File: src/rtl/fetch_unit.sv
// fetch_unit: PC generation, direct-mapped BTB prediction, single-outstanding
// instruction fetch and a fetch queue draining to decode via valid/ready.
module fetch_unit #(
    parameter int unsigned     XLEN       = 32,
    parameter logic [XLEN-1:0] RESET_PC   = 32'h1000,
    parameter logic [XLEN-1:0] EXC_VECTOR = 32'h2000,
    parameter int unsigned     BTB_IDX_W  = 4,
    parameter int unsigned     FQ_DEPTH   = 4
) (
    input  logic            clk_i,
    input  logic            rsn_i,
    input  logic            iret_i,
    input  logic [XLEN-1:0] exc_return_pc_i,
    input  logic            exc_occured_i,
    input  logic            redirect_i,
    input  logic [XLEN-1:0] redirect_pc_i,
    input  logic            upd_valid_i,
    input  logic [XLEN-1:0] upd_pc_i,
    input  logic            upd_taken_i,
    input  logic [XLEN-1:0] upd_target_i,
    output logic            imem_req_o,
    output logic [XLEN-1:0] imem_addr_o,
    input  logic            imem_gnt_i,
    input  logic            imem_rvalid_i,
    input  logic [XLEN-1:0] imem_rdata_i,
    output logic            fq_valid_o,
    input  logic            fq_ready_i,
    output logic [XLEN-1:0] pc_o,
    output logic [XLEN-1:0] instr_o,
    output logic [XLEN-1:0] pred_pc_o,
    output logic            taken_o
);

    localparam int unsigned BTB_N = 1 << BTB_IDX_W;
    localparam int unsigned TAG_W = XLEN - 2 - BTB_IDX_W;
    localparam int unsigned PTR_W = (FQ_DEPTH > 1) ? $clog2(FQ_DEPTH) : 1;
    localparam int unsigned CNT_W = PTR_W + 1;

    // fetch state
    logic [XLEN-1:0] pc_q, pc_d;
    logic            out_q, out_d;
    logic            squash_q, squash_d;
    logic [XLEN-1:0] req_pc_q, req_pc_d;
    logic [XLEN-1:0] req_pred_q, req_pred_d;
    logic            req_taken_q, req_taken_d;

    // branch target buffer
    logic [BTB_N-1:0]                 btb_valid_q, btb_valid_d;
    logic [BTB_N-1:0][1:0]            btb_ctr_q, btb_ctr_d;
    logic [BTB_N-1:0][TAG_W-1:0]      btb_tag_q, btb_tag_d;
    logic [BTB_N-1:0][XLEN-1:0]       btb_tgt_q, btb_tgt_d;

    // fetch queue
    logic [FQ_DEPTH-1:0][XLEN-1:0]    fq_pc_q, fq_pc_d;
    logic [FQ_DEPTH-1:0][XLEN-1:0]    fq_instr_q, fq_instr_d;
    logic [FQ_DEPTH-1:0][XLEN-1:0]    fq_pred_q, fq_pred_d;
    logic [FQ_DEPTH-1:0]              fq_taken_q, fq_taken_d;
    logic [PTR_W-1:0]                 wr_ptr_q, wr_ptr_d;
    logic [PTR_W-1:0]                 rd_ptr_q, rd_ptr_d;
    logic [CNT_W-1:0]                 count_q, count_d;

    // combinational helpers
    logic [BTB_IDX_W-1:0] lk_idx, up_idx;
    logic [TAG_W-1:0]     lk_tag, up_tag;
    logic                 lk_hit, up_hit;
    logic                 pred_taken;
    logic [XLEN-1:0]      pred_next;
    logic                 redirect_any;
    logic                 credit_ok;
    logic                 req_c;
    logic                 rsp_accept;
    logic                 push, pop;
    logic                 unused_upd_lsb;

    assign unused_upd_lsb = ^upd_pc_i[1:0];

    // BTB lookup on the current PC and tag check for the update port
    always_comb begin
        lk_idx     = pc_q[2 +: BTB_IDX_W];
        lk_tag     = pc_q[XLEN-1 -: TAG_W];
        lk_hit     = btb_valid_q[lk_idx] && (btb_tag_q[lk_idx] == lk_tag);
        pred_taken = lk_hit && btb_ctr_q[lk_idx][1];
        pred_next  = pred_taken ? btb_tgt_q[lk_idx] : (pc_q + XLEN'(4));
        up_idx     = upd_pc_i[2 +: BTB_IDX_W];
        up_tag     = upd_pc_i[XLEN-1 -: TAG_W];
        up_hit     = btb_valid_q[up_idx] && (btb_tag_q[up_idx] == up_tag);
    end

    // next-state: redirects, request issue, response capture, queue and BTB update
    always_comb begin
        pc_d        = pc_q;
        out_d       = out_q;
        squash_d    = squash_q;
        req_pc_d    = req_pc_q;
        req_pred_d  = req_pred_q;
        req_taken_d = req_taken_q;
        btb_valid_d = btb_valid_q;
        btb_ctr_d   = btb_ctr_q;
        btb_tag_d   = btb_tag_q;
        btb_tgt_d   = btb_tgt_q;
        fq_pc_d     = fq_pc_q;
        fq_instr_d  = fq_instr_q;
        fq_pred_d   = fq_pred_q;
        fq_taken_d  = fq_taken_q;
        wr_ptr_d    = wr_ptr_q;
        rd_ptr_d    = rd_ptr_q;
        count_d     = count_q;

        redirect_any = iret_i || exc_occured_i || redirect_i;
        credit_ok    = ({1'b0, count_q} + (CNT_W+1)'(out_q)) < (CNT_W+1)'(FQ_DEPTH);
        req_c        = rsn_i && !redirect_any && !out_q && credit_ok;
        rsp_accept   = imem_rvalid_i && out_q;
        push         = rsp_accept && !squash_q && !redirect_any;
        pop          = (count_q != '0) && fq_ready_i;

        // a response ends the outstanding request and clears any pending squash
        if (rsp_accept) begin
            out_d    = 1'b0;
            squash_d = 1'b0;
        end

        if (req_c && imem_gnt_i) begin
            out_d       = 1'b1;
            req_pc_d    = pc_q;
            req_pred_d  = pred_next;
            req_taken_d = pred_taken;
            pc_d        = pred_next;
        end

        if (push) begin
            fq_pc_d[wr_ptr_q]    = req_pc_q;
            fq_instr_d[wr_ptr_q] = imem_rdata_i;
            fq_pred_d[wr_ptr_q]  = req_pred_q;
            fq_taken_d[wr_ptr_q] = req_taken_q;
            wr_ptr_d             = wr_ptr_q + PTR_W'(1);
        end
        if (pop) begin
            rd_ptr_d = rd_ptr_q + PTR_W'(1);
        end
        if (push && !pop) begin
            count_d = count_q + CNT_W'(1);
        end else if (pop && !push) begin
            count_d = count_q - CNT_W'(1);
        end

        // redirect flushes the queue; a request still in flight gets squashed
        if (redirect_any) begin
            if (iret_i) begin
                pc_d = exc_return_pc_i + XLEN'(4);
            end else if (exc_occured_i) begin
                pc_d = EXC_VECTOR;
            end else begin
                pc_d = redirect_pc_i;
            end
            count_d  = '0;
            wr_ptr_d = '0;
            rd_ptr_d = '0;
            squash_d = out_q && !rsp_accept;
        end

        // counter training; allocate only on a taken miss
        if (upd_valid_i) begin
            if (up_hit) begin
                if (upd_taken_i) begin
                    if (btb_ctr_q[up_idx] != 2'b11) begin
                        btb_ctr_d[up_idx] = btb_ctr_q[up_idx] + 2'd1;
                    end
                    btb_tgt_d[up_idx] = upd_target_i;
                end else if (btb_ctr_q[up_idx] != 2'b00) begin
                    btb_ctr_d[up_idx] = btb_ctr_q[up_idx] - 2'd1;
                end
            end else if (upd_taken_i) begin
                btb_valid_d[up_idx] = 1'b1;
                btb_tag_d[up_idx]   = up_tag;
                btb_tgt_d[up_idx]   = upd_target_i;
                btb_ctr_d[up_idx]   = 2'b10;
            end
        end
    end

    // state registers with synchronous active-low reset
    always_ff @(posedge clk_i) begin
        if (!rsn_i) begin
            pc_q        <= RESET_PC;
            out_q       <= 1'b0;
            squash_q    <= 1'b0;
            req_pc_q    <= '0;
            req_pred_q  <= '0;
            req_taken_q <= 1'b0;
            btb_valid_q <= '0;
            btb_ctr_q   <= '0;
            btb_tag_q   <= '0;
            btb_tgt_q   <= '0;
            fq_pc_q     <= '0;
            fq_instr_q  <= '0;
            fq_pred_q   <= '0;
            fq_taken_q  <= '0;
            wr_ptr_q    <= '0;
            rd_ptr_q    <= '0;
            count_q     <= '0;
        end else begin
            pc_q        <= pc_d;
            out_q       <= out_d;
            squash_q    <= squash_d;
            req_pc_q    <= req_pc_d;
            req_pred_q  <= req_pred_d;
            req_taken_q <= req_taken_d;
            btb_valid_q <= btb_valid_d;
            btb_ctr_q   <= btb_ctr_d;
            btb_tag_q   <= btb_tag_d;
            btb_tgt_q   <= btb_tgt_d;
            fq_pc_q     <= fq_pc_d;
            fq_instr_q  <= fq_instr_d;
            fq_pred_q   <= fq_pred_d;
            fq_taken_q  <= fq_taken_d;
            wr_ptr_q    <= wr_ptr_d;
            rd_ptr_q    <= rd_ptr_d;
            count_q     <= count_d;
        end
    end

    assign imem_req_o  = req_c;
    assign imem_addr_o = pc_q;
    assign fq_valid_o  = (count_q != '0);
    assign pc_o        = fq_pc_q[rd_ptr_q];
    assign instr_o     = fq_instr_q[rd_ptr_q];
    assign pred_pc_o   = fq_pred_q[rd_ptr_q];
    assign taken_o     = fq_taken_q[rd_ptr_q];

endmodule
File: config.mk
export PLATFORM = sky130hd
export DESIGN_NAME = fetch_unit
export DESIGN_NICKNAME = d
export VERILOG_FILES = /design/src/rtl/fetch_unit.sv
export SDC_FILE = /design/constraint.sdc
export NUM_CORES = 2
export LEC_CHECK = 0
export ABC_CLOCK_PERIOD_IN_PS = 5700
export CAP_MARGIN = 15
export CORE_MARGIN = 5
export CORE_UTILIZATION = 25
export CTS_CLUSTER_DIAMETER = 100
export DETAILED_ROUTE_END_ITERATION = 10
export PLACE_DENSITY = 0.37
export SLEW_MARGIN = 30
export SYNTH_ARGS = -nofsm -noshare
export SYNTH_HDL_FRONTEND = slang
export SYNTH_SLANG_ARGS = --single-unit
export TNS_END_PERCENT = 50
File: constraint.sdc
create_clock -name clk_i -period 5.7 [get_ports clk_i]
set_clock_uncertainty 0.05 [all_clocks]
set_input_delay 0.57 -clock clk_i [delete_from_list [all_inputs] [get_ports clk_i]]
set_output_delay 0.57 -clock clk_i [all_outputs]
set_load 0.03 [all_outputs]
==> out/qor.txt <==
SYNTH
------------------------------------------------------------------------------------------
Top flip-flop cell by instance count after synthesis                          sky130_fd_sc_hd__dfxtp_1
Proportion of synthesized chip area in sequential cells                              0.434
Synthesized flop and latch total                                                      1470
Count of warnings emitted by yosys                                                       0
Mean instance size in the synthesized netlist                                   9.24 sq um
Post-synthesis cell type count                                                          75
Cell count after synthesis                                                            7341
Async set-reset flop share out of synthesis                                              0
Total nets after synthesis                                                            7521
Count of flip-flops with a built-in enable after synthesis                               0
Synth Cell Area                                                                67800 sq um

PLACEMENT
------------------------------------------------------------------------------------------
HPWL after detailed placement                                                       172 mm
Port buffer count                                                                      298
Cell area reported after detailed placement                                    74300 sq um
Setup WS pre-CTS                                                                  0.804 ns
Global placement routability congestion                                              0.793

GRT
------------------------------------------------------------------------------------------
Global router's overall resource usage                                               0.194
Wire length of the first global-routing pass                                        403 mm
Initial antenna violation count                                                         50
GRT overflow                                                                             0
Maximum number of pins on one net before global-route repair                           207
Via count of the first global-routing pass                                           53.6k

FLOW RUN
------------------------------------------------------------------------------------------
Total of max-cap violations                                                              0

PWR
------------------------------------------------------------------------------------------
Sw frac                                                                              0.252
Static leakage power                                                               29.2 nW
Part of the power in the clock network                                               0.490
Flop pwr share                                                                       0.442
Design internal power                                                             0.0177 W
Combinational cell fraction of total power                                           0.068
Switch Pwr                                                                       0.00596 W
Power density over the cells                                                   295 nW/um^2
Maximum VDD drop                                                                0.000216 V

CELLS AND AREA
------------------------------------------------------------------------------------------
Storage element area                                                           29500 sq um
Highest-count cells in the layout ignoring fill and taps                      1983 x sky130_fd_sc_hd__nand2_1, 1464 x sky130_fd_sc_hd__dfxtp_1, 1004 x sky130_fd_sc_hd__a21oi_1
Filler cell count in the final layout                                                28.2k
Most common cell after layout, fill and taps aside                            sky130_fd_sc_hd__nand2_1
Post-route standard cell area excluding fillers                                80300 sq um
Layout Area Growth over Synthesis                                                    18.3%
Layout cell share with drive strength beyond 1                                       0.142
Post-layout nets                                                                      7526
Multi-input gate area                                                          34900 sq um

TIMING
------------------------------------------------------------------------------------------
Number of endpoints with negative hold slack in the final report                         0
Tightest slew margin relative to the limit                                           0.327
Slew at the pin closest to its max-slew limit                                      1.01 ns
Final clock period utilization by the worst path                                     0.851
Post-route worst hold slack                                                       0.135 ns
Setup repair after global routing missed its margin                                     no
Least setup slack across all paths after layout                                   0.848 ns
F_max                                                                            0.206 GHz
Max Slew Vio Count                                                                       0
Setup_tns                                                                             0 ns
Final setup violation count                                                              0
Post-layout min period                                                             4.85 ns

DIE
------------------------------------------------------------------------------------------
Die area                                                                      282000 sq um
DIE WIDTH                                                                      531 microns
Floorplan die height                                                           531 microns
Core outline area                                                             271000 sq um
# rows                                                                                 191
Initial Utilization                                                                  0.251
Top-Level Pins                                                                         301

CLOCK TREE
------------------------------------------------------------------------------------------
Clock edge transition at the registers on the reported setup and hold paths        0.06 ns
Number of buffers on the longest clock path                                              4
CTS resizes                                                                              0
Number of setup buffers added after CTS                                                  0
Master cell of the clock root buffer                                          sky130_fd_sc_hd__clkbuf_16
# clock sinks                                                                         1470
TritonCTS Buffers                                                                      190
CTS tree                                                                             built
Number of hold buffers added after CTS                                                   0
Worst-skew pair later-pin latency                                                  0.87 ns
Level count of the clock H-tree                                                          4

ROUTING
------------------------------------------------------------------------------------------
Total detailed-routing wirelength                                                   282 mm
DRT antenna net count                                                                    0
Post-detailed-route wirelength per cell                                       25.5 microns
Total iterations of the first detailed-routing run                                       5
Violation count after the first detailed-route iteration                              4690
Drc violations                                                                           0
Via density per instance                                                              4.94
Total number of vias                                                                 54.7k

WORST SETUP PATH
------------------------------------------------------------------------------------------
Element type at the critical path end                                            flip-flop
Worst EP required                                                                  6.32 ns
Critical path start-end classification                                        flip-flop to flip-flop
Startpoint of the worst register-to-register path                             imem_addr_o[2]
Number of cell instances on the worst register-to-register path                         11
Critical path origin                                                          imem_addr_o[2]
Worst setup path endpoint                                                     imem_addr_o[21]
Kind of start point of the critical path                                         flip-flop
Maximum fanout count along the critical path                                            49
Capture instance of the worst register-to-register path                       imem_addr_o[21]
Setup slack of the worst register-to-register path                                 0.85 ns
Worst endpoint data arrival time                                                   5.47 ns

RUN STATUS
------------------------------------------------------------------------------------------
Result of the run                                                             finished, final reports clean

MIN PATH
------------------------------------------------------------------------------------------
Startpoint of the lowest-slack hold path                                            iret_i
Class of the worst hold path                                                  primary input to flip-flop

cell usage after synthesis, types with 13 or more instances:
cell type,instances,area share
sky130_fd_sc_hd__nand2_1,1991,0.11
sky130_fd_sc_hd__dfxtp_1,1470,0.43
sky130_fd_sc_hd__a21oi_1,1004,0.074
sky130_fd_sc_hd__mux2i_1,569,0.084
sky130_fd_sc_hd__nor2_1,498,0.028
sky130_fd_sc_hd__clkbuf_1,494,0.027
sky130_fd_sc_hd__mux4_2,451,0.15
sky130_fd_sc_hd__buf_2,93,0.0069
sky130_fd_sc_hd__o21ai_0,65,0.0048
sky130_fd_sc_hd__nand3_1,57,0.0042
sky130_fd_sc_hd__xnor2_1,54,0.0070
sky130_fd_sc_hd__xor2_1,48,0.0062
sky130_fd_sc_hd__inv_1,46,0.0025
sky130_fd_sc_hd__nor3_1,44,0.0032
sky130_fd_sc_hd__buf_1,39,0.0022
sky130_fd_sc_hd__a22oi_1,37,0.0041
sky130_fd_sc_hd__buf_6,33,0.0055
sky130_fd_sc_hd__a211oi_1,32,0.0035
sky130_fd_sc_hd__buf_12,26,0.0077
sky130_fd_sc_hd__and3_1,21,0.0019
sky130_fd_sc_hd__buf_4,20,0.0022
sky130_fd_sc_hd__and2_1,19,0.0018
sky130_fd_sc_hd__mux2_2,17,0.0028
sky130_fd_sc_hd__o22ai_1,15,0.0014
sky130_fd_sc_hd__nor2b_1,14,0.0013
sky130_fd_sc_hd__nand4_1,13,0.0012
state kept, by name, indices dropped and copies added (netlist names), 3 cells and up:
name         count
btb_tgt_q      512
btb_tag_q      416
fq_instr_q     128
fq_pc_q        128
fq_pred_q      128
btb_ctr_q       32
imem_addr_o     32
req_pc_q        32
req_pred_q      32
btb_valid_q     16
fq_taken_q       4
count_q          3
metal layers:
layer,global-route usage,wire (microns),up-vias
met5,0,126,-
met4,0.0462,6930,18
met3,0.0345,17200,363
met2,0.314,130000,1563
met1,0.268,128000,27484
li1,-,-,25283
area by class of cell:
cell class	count	area share
Antenna cell	12	0.000374
Clock buffer	292	0.0694
Clock inverter	37	0.00402
Inverter	48	0.00240
Multi-Input combinational cell	5114	0.435
Sequential cell	1470	0.367
Tap cell	3570	0.0557
Timing Repair Buffer	522	0.0663
metrics by stage:
stage	util	instances	power, W
final	0.297	11065	0.0237
after global routing	0.297	11057	0.0245
after CTS	0.296	11052	0.0240
after detailed placement	0.275	10723	0.0123
after global placement	0.275	10723	0.0123
after floorplan	-	7341	0.0116
critical path, stage by stage, from the launching register on:
cell and delay (ns):
sky130_fd_sc_hd__dfxtp_4 0.78, sky130_fd_sc_hd__buf_4 0.45, sky130_fd_sc_hd__mux4_2 0.58, sky130_fd_sc_hd__mux4_2 0.50
sky130_fd_sc_hd__xor2_1 0.21, sky130_fd_sc_hd__nor4_1 0.27, sky130_fd_sc_hd__nand3_1 0.20, sky130_fd_sc_hd__nor4_4 0.43
sky130_fd_sc_hd__buf_12 0.32, sky130_fd_sc_hd__nor2_1 0.09, sky130_fd_sc_hd__a211oi_1 0.59, sky130_fd_sc_hd__nor3_1 0.10
logic make-up after synthesis:
logic type / Yosys count / synth area share
AOI/OAI and AO/OA: 1245 / 0.100
xor gates and xnor gates: 102 / 0.0132
adders and majority gates: 10 / 0.00196
buffers and inverters: 757 / 0.0553
DFF: 1470 / 0.434
muxes: 1037 / 0.236
and+or+nand+nor: 2720 / 0.159
power by group through the flow:
stage          Sequential (W)  Clock (W)  Combinational (W)
2_1_floorplan          0.0106          0           0.000930
3_3_place_gp           0.0107          0            0.00160
3_5_place_dp           0.0107          0            0.00161
4_1_cts                0.0105     0.0119            0.00161
5_1_grt                0.0105     0.0124            0.00170
6_report               0.0105     0.0116            0.00160
worst min-delay path by stage:
stage,to,slack (ns),cells past startpoint
2_1_floorplan,btb_ctr_q[20],0.38,2
3_3_place_gp,fq_pred_q[52],0.39,2
3_5_place_dp,fq_pc_q[66],0.39,2
4_1_cts,squash_q,0.06,4
5_1_grt,squash_q,0.13,4
6_report,squash_q,0.13,4
(Power assumes the default switching activity.)
